File: config.mk
export PLATFORM = sky130hd
export DESIGN_NAME = input_reader
export DESIGN_NICKNAME = d
export VERILOG_FILES = /design/src/rtl/input_reader.sv
export SDC_FILE = /design/constraint.sdc
export NUM_CORES = 1
export LEC_CHECK = 0
export BUFFER_PORTS_ARGS = -buffer_cell sky130_fd_sc_hd__buf_2
export CAP_MARGIN = 20
export CORE_AREA = 10 10 492 494
export CTS_CLUSTER_DIAMETER = 30
export CTS_CLUSTER_SIZE = 10
export DETAILED_ROUTE_END_ITERATION = 8
export DIE_AREA = 0 0 502 504
export PLACE_DENSITY = 0.3
export SETUP_SLACK_MARGIN = 0.1
export SLEW_MARGIN = 20
export SYNTH_ARGS = -nofsm -noshare
export SYNTH_HDL_FRONTEND = slang
export SYNTH_SLANG_ARGS = --single-unit
File: constraint.sdc
create_clock -name clk -period 14.15 [get_ports clk]
set_clock_uncertainty 0.2 [all_clocks]
set_input_delay 0.7075 -clock clk [delete_from_list [all_inputs] [get_ports clk]]
set_output_delay 0.7075 -clock clk [all_outputs]
set_load 0.02 [all_outputs]
File: src/rtl/input_reader.sv
// -----------------------------------------------------------------------------
// input_reader
//
// Turns a host buffer descriptor (virtual address + byte size) into a series
// of host read requests, then forwards the returned read data as an output
// stream with byte keeps and an end-of-buffer marker.
//
// Read requests never cross a MAX_REQ_BYTES boundary. At most MAX_OUTSTANDING
// requests are in flight at once. A small FIFO holds the beat count of each
// in-flight request; an entry is retired when all of its beats have arrived.
//
// Parameters
//   DATA_BITS        stream width (512 = one 64-byte beat)
//   MAX_REQ_BYTES    largest host read request, power of two, >= 64
//   MAX_OUTSTANDING  largest number of in-flight requests, power of two
//   VADDR_BITS       host virtual address width
//
// Ports
//   clk, rst                          clock, synchronous active-high reset
//   buf_valid/buf_ready/buf_vaddr/buf_size   descriptor input
//   req_valid/req_ready/req_vaddr/req_len    host read request
//   rd_valid/rd_ready/rd_data                host read data (request order)
//   out_valid/out_ready/out_data/out_keep/out_last   output stream
//   busy   a descriptor is being processed
//   done   one-cycle pulse per completed buffer
//   err    sticky flag, set by a misaligned descriptor
//
// Optional feature (macro INPUT_READER_STATS_EN)
//   stat_bytes    64-bit saturating count of streamed bytes
//   stat_buffers  32-bit saturating count of completed buffers
// -----------------------------------------------------------------------------
module input_reader #(
    parameter int DATA_BITS       = 512,
    parameter int MAX_REQ_BYTES   = 4096,
    parameter int MAX_OUTSTANDING = 4,
    parameter int VADDR_BITS      = 64
) (
    input  logic                   clk,
    input  logic                   rst,
    input  logic                   buf_valid,
    output logic                   buf_ready,
    input  logic [VADDR_BITS-1:0]  buf_vaddr,
    input  logic [27:0]            buf_size,
    output logic                   req_valid,
    input  logic                   req_ready,
    output logic [VADDR_BITS-1:0]  req_vaddr,
    output logic [27:0]            req_len,
    input  logic                   rd_valid,
    output logic                   rd_ready,
    input  logic [DATA_BITS-1:0]   rd_data,
    output logic                   out_valid,
    input  logic                   out_ready,
    output logic [DATA_BITS-1:0]   out_data,
    output logic [DATA_BITS/8-1:0] out_keep,
    output logic                   out_last,
    output logic                   busy,
    output logic                   done,
    output logic                   err
`ifdef INPUT_READER_STATS_EN
    ,
    output logic [63:0]            stat_bytes,
    output logic [31:0]            stat_buffers
`endif
);

    localparam int BEAT_BYTES = DATA_BITS / 8;
    localparam int BEAT_SHIFT = $clog2(BEAT_BYTES);
    localparam int OFF_BITS   = $clog2(MAX_REQ_BYTES);
    localparam int CNT_BITS   = OFF_BITS - BEAT_SHIFT + 1;
    localparam int PTR_BITS   = (MAX_OUTSTANDING > 1) ? $clog2(MAX_OUTSTANDING) : 1;
    localparam int OCC_BITS   = $clog2(MAX_OUTSTANDING + 1);

    typedef enum logic [1:0] {IDLE, ISSUE, DRAIN} state_t;

    state_t                state, state_next;
    logic [VADDR_BITS-1:0] cur_vaddr;
    logic [27:0]           remaining;
    logic [27:0]           total_beats;
    logic [27:0]           beat_cnt;
    logic [BEAT_SHIFT-1:0] tail_bytes;
    logic [CNT_BITS-1:0]   fifo_mem [MAX_OUTSTANDING];
    logic [PTR_BITS-1:0]   wr_ptr, rd_ptr;
    logic [OCC_BITS-1:0]   fifo_count;
    logic [CNT_BITS-1:0]   head_rcvd;
    logic                  done_r, err_r;

    logic                  buf_fire, buf_misaligned, buf_start;
    logic                  req_fire, rd_fire, last_beat, head_done, pop;
    logic [27:0]           space, chunk;
    logic [CNT_BITS-1:0]   chunk_beats;
    logic [BEAT_BYTES-1:0] keep_tail;

    function automatic logic [PTR_BITS-1:0] ptr_inc(input logic [PTR_BITS-1:0] p);
        return (p == PTR_BITS'(MAX_OUTSTANDING - 1)) ? '0 : p + PTR_BITS'(1);
    endfunction

    assign buf_fire       = buf_valid && buf_ready;
    assign buf_misaligned = buf_vaddr[BEAT_SHIFT-1:0] != '0;
    assign buf_start      = buf_fire && !buf_misaligned && (buf_size != 28'd0);

    // Bytes left before the next MAX_REQ_BYTES boundary bound the request size.
    assign space       = 28'(MAX_REQ_BYTES) - 28'(cur_vaddr[OFF_BITS-1:0]);
    assign chunk       = (remaining < space) ? remaining : space;
    assign chunk_beats = CNT_BITS'((chunk + 28'(BEAT_BYTES - 1)) >> BEAT_SHIFT);

    assign req_vaddr = cur_vaddr;
    assign req_len   = chunk;
    assign req_fire  = req_valid && req_ready;

    // Data path is pure wiring; the reader only gates it with busy.
    assign out_valid = rd_valid && busy;
    assign rd_ready  = out_ready && busy;
    assign out_data  = rd_data;
    assign rd_fire   = rd_valid && rd_ready;

    assign last_beat = (beat_cnt + 28'd1) == total_beats;
    assign out_last  = out_valid && last_beat;
    assign out_keep  = last_beat ? keep_tail : '1;

    assign head_done = (head_rcvd + CNT_BITS'(1)) == fifo_mem[rd_ptr];
    assign pop       = rd_fire && (fifo_count != '0) && head_done;

    assign done = done_r;
    assign err  = err_r;

    // A tail of zero bytes means the last beat is completely full.
    always_comb begin
        keep_tail = '0;
        for (int i = 0; i < BEAT_BYTES; i++) begin
            keep_tail[i] = (tail_bytes == '0) || (i < int'(tail_bytes));
        end
    end

    always_ff @(posedge clk) begin
        if (rst) state <= IDLE;
        else     state <= state_next;
    end

    always_comb begin
        state_next = state;
        buf_ready  = (state == IDLE);
        busy       = (state != IDLE);
        req_valid  = (state == ISSUE) && (fifo_count < OCC_BITS'(MAX_OUTSTANDING));
        case (state)
            IDLE:    if (buf_start) state_next = ISSUE;
            ISSUE:   if (req_fire && (chunk == remaining)) state_next = DRAIN;
            DRAIN:   state_next = DRAIN;
            default: state_next = IDLE;
        endcase
        if (rd_fire && last_beat) state_next = IDLE;
    end

    // The beat-count storage needs no reset; occupancy is tracked by pointers.
    always_ff @(posedge clk) begin
        if (req_fire) fifo_mem[wr_ptr] <= chunk_beats;
    end

    always_ff @(posedge clk) begin
        if (rst) begin
            cur_vaddr   <= '0;
            remaining   <= '0;
            total_beats <= '0;
            beat_cnt    <= '0;
            tail_bytes  <= '0;
            wr_ptr      <= '0;
            rd_ptr      <= '0;
            fifo_count  <= '0;
            head_rcvd   <= '0;
            done_r      <= 1'b0;
            err_r       <= 1'b0;
        end else begin
            done_r <= 1'b0;
            if (buf_fire) begin
                if (buf_misaligned) begin
                    err_r <= 1'b1;
                end else if (buf_size == 28'd0) begin
                    done_r <= 1'b1;
                end else begin
                    cur_vaddr   <= buf_vaddr;
                    remaining   <= buf_size;
                    total_beats <= 28'(({1'b0, buf_size} + 29'(BEAT_BYTES - 1)) >> BEAT_SHIFT);
                    tail_bytes  <= buf_size[BEAT_SHIFT-1:0];
                    beat_cnt    <= '0;
                end
            end
            if (req_fire) begin
                cur_vaddr <= cur_vaddr + VADDR_BITS'(chunk);
                remaining <= remaining - chunk;
                wr_ptr    <= ptr_inc(wr_ptr);
            end
            if (rd_fire) begin
                beat_cnt <= beat_cnt + 28'd1;
                if (last_beat) done_r <= 1'b1;
                if (fifo_count != '0) begin
                    if (head_done) begin
                        head_rcvd <= '0;
                        rd_ptr    <= ptr_inc(rd_ptr);
                    end else begin
                        head_rcvd <= head_rcvd + CNT_BITS'(1);
                    end
                end
            end
            case ({req_fire, pop})
                2'b10:   fifo_count <= fifo_count + OCC_BITS'(1);
                2'b01:   fifo_count <= fifo_count - OCC_BITS'(1);
                default: fifo_count <= fifo_count;
            endcase
        end
    end

`ifdef INPUT_READER_STATS_EN
    logic [64:0] bytes_sum;
    assign bytes_sum = {1'b0, stat_bytes} + 65'($countones(out_keep));

    always_ff @(posedge clk) begin
        if (rst) begin
            stat_bytes   <= '0;
            stat_buffers <= '0;
        end else begin
            if (rd_fire) stat_bytes <= bytes_sum[64] ? '1 : bytes_sum[63:0];
            if (done_r && (stat_buffers != '1)) stat_buffers <= stat_buffers + 32'd1;
        end
    end
`endif

endmodule
## Yosys cells after proc, flatten, opt, wreduce, memory -nomap -nowiden

Memories as Yosys holds them, arrays and structs flattened. A register that Yosys moved wholly into a read port is not among the register bits.
Cells that the tools add are included.

- Bits in registers: 167
- Bits in latches: 0
- Memory bits (writable): 28
- Memory bits (read-only): 0
- Input port bits: 610
- Output and inout port bits: 676
- Word-level logic and storage cells: 231
- Memories: 1

- Add/sub/neg operators: 11
- $mul: 0
- Divide/modulo/power cells: 0
- Magnitude comparators: 65
- Equality and inequality tests: 15
- Shift-type cells: 0
- Multiplexer cells: 30
- Bitwise gates (word level): 2
- Reductions and logical operators: 95

Memory list:

| name | words | bits a word | read ports | clocked after Yosys merged registers in | write ports | RTL line | source |
|---|---|---|---|---|---|---|---|
| fifo_mem | 4 | 7 | 1 | 1 | 1 | 81 | `logic [CNT_BITS-1:0] fifo_mem [MAX_OUTSTANDING];` |

Operator list:

| operator | number |
|---|---|
| 64-bit 2-to-1 mux | 5 |
| 28-bit 2-to-1 mux | 9 |
| 6-bit less-than comparator (first input constant) | 31 |
| 5-bit by 6-bit less-than comparator with 1-bit output (first input constant) | 16 |
| 64-bit by 28-bit adder with 64-bit output | 1 |
| 1-bit logical OR | 63 |
| 4-bit by 6-bit less-than comparator with 1-bit output (first input constant) | 8 |
| 28-bit by 6-bit adder with 29-bit output (second input constant) | 1 |
| 28-bit by 1-bit adder with 28-bit output (second input constant) | 1 |
| 28-bit by 23-bit == test with 1-bit output | 1 |
| 28-bit == test | 1 |
| 28-bit zero test | 1 |
| 28-bit less-than comparator | 1 |
| 28-bit nonzero test | 1 |
| 28-bit subtractor | 1 |
| 3-bit by 6-bit less-than comparator with 1-bit output (first input constant) | 4 |
| 13-bit by 12-bit subtractor with 14-bit output (first input constant) | 1 |
| 13-bit by 6-bit adder with 13-bit output (second input constant) | 1 |
| 1-bit logical AND | 13 |
| 1-bit by 6-bit less-than comparator with 1-bit output (first input constant) | 2 |
| 2-bit by 6-bit less-than comparator with 1-bit output (first input constant) | 2 |
| 2-bit 2-to-1 mux | 6 |
| 3-bit AND reduction | 4 |
| 2-bit == test (second input constant) | 4 |
| 22 further kinds | 40 |

## Depth between registers and ports, before layout

- Word-level depth: 7
- Gate-level depth with buffers: 27
- Gate-level depth less buffers: 25

## Worst setup path before layout

OpenSTA, ideal clock, no wires.

- Kind: reg2reg
- Start point: register cur_vaddr[3], in the netlist req_vaddr[3]
- End point: register cur_vaddr[58], in the netlist req_vaddr[58]
- Arrival: 6.681 ns
- Data required time: 13.814 ns
- Slack: 7.134 ns
- Cell stages (with the launch flop): 28
- Clock period less this slack: 7.016 ns
- Cells stage by stage: dfxtp_1 > clkbuf_1 > or4_1 > nor3_1 > nand2_1 > nor4_1 > xnor2_1 > inv_1 > ha_1 > a21o_1 > a2111oi_0 > nand3b_1 > o21ai_4 > clkbuf_1 > nand2_1 > o21ai_0 > ha_1 > inv_1 > fa_1 > nand2b_1 > a21oi_1 > nor3_1 > or3_1 > a21oi_1 > o211ai_1 > clkbuf_1 > o311ai_0 > a31oi_1

- Word-level cells in the longest chain between the ends: 5

RTL lines:

| element | RTL line | source |
|---|---|---|
| start: declaration | 76 | `logic [VADDR_BITS-1:0] cur_vaddr;` |
| start signal: assignment | 179 | `cur_vaddr <= buf_vaddr;` |
| start signal: assignment | 187 | `cur_vaddr <= cur_vaddr + VADDR_BITS'(chunk);` |
| 13-bit by 12-bit subtractor with 14-bit output | 102 | `assign space = 28'(MAX_REQ_BYTES) - 28'(cur_vaddr[OFF_BITS-1:0]);` |
| 28-bit less-than comparator | 103 | `assign chunk = (remaining < space) ? remaining : space;` |
| 28-bit 2-to-1 mux | 103 |  |
| named net req_len[0] | 47 | `output logic [27:0] req_len,` |
| 64-bit by 28-bit adder with 64-bit output | 187 |  |
| 64-bit 2-to-1 mux | 186 | `if (req_fire) begin` |

The timed path passes the listed nets, and every way through them passes these cells.
A chain may end at the register's enable or synchronous reset.

## Worst setup path in the final report

- Start point: register cur_vaddr[2], in the netlist req_vaddr[2]
- End point: register cur_vaddr[50], in the netlist req_vaddr[50]

- Word-level cells in the longest chain between the ends: 5

RTL lines:

| element | RTL line |
|---|---|
| 13-bit by 12-bit subtractor with 14-bit output | 102 |
| 28-bit less-than comparator | 103 |
| 28-bit 2-to-1 mux | 103 |
| 64-bit by 28-bit adder with 64-bit output * | 187 |
| 64-bit 2-to-1 mux * | 186 |

Mark *: on every way between the ends. The rest lies on a longest branch, timed or not.

==> flow_summary.ini <==
[placed_design]
io_buffers = 245
dpl.hpwl_mm = 97.0
place.gp.congestion = 0.763
dpl-instance-area_mm2 = 0.0190

[synthesis]
yosysTopAreaCellShare = 0.221
ys_seq_area_frac = 0.235
async_reset_ff_frac = 0
synth_seq_cells = 197
synth_cell_types = 87
syn-instance-count = 2359
yosysTopAreaCell = buf_4
synthTopCellsByCount = 530 x buf_4, 241 x nand2_1, 174 x nor2_1
synth.avg_cell_area_um2 = 7.63
synth-edff-count = 28
synthFlopType = dfxtp_1
ys_warn_count = 0
yosysMostFrequentCell = buf_4
synth.area.top_cells = buf_4 22%, dfxtp_1 19%, nand2_1 5.0%
netlist_area_mm2 = 0.0180

[timing]
max_freq_mhz = 125
maxSlewViolCount = 0
post-route-period-util = 0.567
holdWs_ns = 0.243
final-hold-violation-count = 0
min_period_ns = 8.03
rsz0062_at_grt = false
relSlewSlack = 0.313
tightest_slew_ns = 1.03
fin_tns_setup_ns = 0
finalSetupViolations = 0

[clocking]
cts_buffer_depth = 2
cts_inserted_buffers = 17
htreeDepth = 4
ctsHoldBuffers = 0
cts.sink_count = 197
cts_root_buffer = clkbuf_16
clock_latency_ns = 0.53
post_cts_buffers = 0
cts-resized-gates = 0
cts_tree = done
clk_pin_slew_worst_paths_ns = 0.09

[min_path]
hold_path_startpoint = buf_vaddr[20]
worst_hold_path_type = in -> reg
min_to = req_vaddr[20]
hold-path-cell-count = 3

[global_route]
grt_pass1_wl_mm = 150
grt_max_degree = 84
overflow = 0
grt_pass1_vias = 15655
grt_antenna_before_repair = 43
grt_use_total = 0.0871

[critical_path]
path_class = reg -> reg
rr_endpoint = req_vaddr[50]
cp-start-kind = flip-flop
worstReg2RegStart = req_vaddr[2]
slowest_stage = a21oi_1
cp.required_ns = 14.34
worstPathMaxFanout = 27
cp-end-kind = flip-flop
critPathMaxStageDelay_ns = 0.68
crit_arrival_ns = 8.21
reg2reg_slack_ns = 6.12
worstRegToRegCells = 25

[cells_and_area]
final_nets = 2717
utilization = 0.0843
layout-area-overhead-vs-synth_pct = 8.59
drive_above_1_share = 0.164
final_area_mm2 = 0.0195

[drt]
detail_route.drc_violations = 0
ant_nets = 0
drt_iter0_drc = 1001
dr.pass1.iters = 7
wl_per_cell_um = 22.6
wirelength_mm = 115
dr_total_vias = 15605
routed_via_density = 3.06

[die]
pin_count = 1286
die-area_mm2 = 0.253
fp-row-count = 177
die_w_um = 502
die_h_um = 504
start_util = 0.0776
design.core.area_mm2 = 0.232

[power_and_ir_drop]
p_per_area_mw_per_mm2 = 62.9
p_leak_nw = 6.17
power.total_mw = 1.23
ir_drop_mv = 0.0793

[run]
maxCapViolCount = 0

[outcome]
status = finished, final reports clean
[cells in the final DEF (no fill, tap or decap), types with 22 or more instances in the layout]
cell type	instances
xnor2_1	60
a311oi_1	34
nand2b_1	22
edfxtp_1	28
and3_1	32
nor2_1	173
ha_1	64
o21ai_0	101
dfxtp_1	169
nand4_1	39
buf_4	23
inv_1	62
or3_1	31
a21oi_1	114
nor4_1	34
xor2_1	40
nor3_1	58
conb_1	31
a31oi_1	30
nand2_1	240
o211ai_1	29
a211oi_1	44
nand3_1	69
buf_2	244
[stage by stage]
step	setup slack (ns)	cells
2_1_floorplan	7.13	2388
3_3_place_gp	6.13	5064
3_5_place_dp	6.18	5064
4_1_cts	6.07	5096
5_1_grt	5.36	5097
6_report	6.12	5098
[state kept, by name (all words and copies together) (netlist names), named ones only]
signal,count
beat_cnt,28
err,1
rd_ptr,2
total_beats,23
remaining,28
done,1
state,2
wr_ptr,2
tail_bytes,6
fifo_count,3
req_vaddr,64
fifo_mem,28
head_rcvd,7
[metal layers]
metal,vias up,routed length [µm],track usage
met5,-,39,0.000381
met4,6,9000,0.0586
met3,432,14100,0.0486
met2,747,52800,0.143
met1,7311,39300,0.0827
li1,7109,-,-
[power by group]
group,internal [mW],switching (mW),total [mW]
Combinational,0.0400,0.0891,0.129
Clock,0.246,0.281,0.527
Sequential,0.569,0.00472,0.574
Total,0.855,0.375,1.23
[critical path: cells and delay by family, from the launching register on]
| family | cells | cell delay, ns |
|---|---|---|
| fa+ha+maj | 3 | 0.98 |
| buf+inv | 3 | 0.36 |
| simple gates | 9 | 2.34 |
| flops | 1 | 0.41 |
| compound gates | 9 | 3.36 |
| xor+xnor | 1 | 0.20 |
[cell families (layout without fill, tap and decap cells)]
group | count (synthesis) | in the layout | share of synthesized area
AOI/OAI and AO/OA | 479 | 479 | 0.174
xor gates and xnor gates | 101 | 101 | 0.0499
adders and majority gates | 67 | 67 | 0.0478
buffers and inverters | 700 | 365 | 0.259
DFF | 197 | 197 | 0.235
muxes | 30 | 30 | 0.0219
other | 2 | 33 | 0.000417
and+or+nand+nor | 783 | 783 | 0.213
[area by class of cell]
type                    count  area [µm²]
well taps                3043        3810
inverters                  64         241
fillers                 27172      212000
flip-flops and latches    197        4220
clock buffers              20         468
clock inverters            12         114
multi-input cells        1491        9260
diodes                      2        5.00
repair buffers            269        1430
[worst max path at each step]
stage,depth (start not counted),slack [ns],to,from
2_1_floorplan,27,7.13,req_vaddr[58],req_vaddr[3]
3_3_place_gp,25,6.13,req_vaddr[62],req_vaddr[2]
3_5_place_dp,25,6.18,req_vaddr[50],req_vaddr[2]
4_1_cts,25,6.07,req_vaddr[50],req_vaddr[2]
5_1_grt,25,5.36,req_vaddr[50],req_vaddr[2]
6_report,25,6.12,req_vaddr[50],req_vaddr[2]
Power figures use the tool's default switching activity.
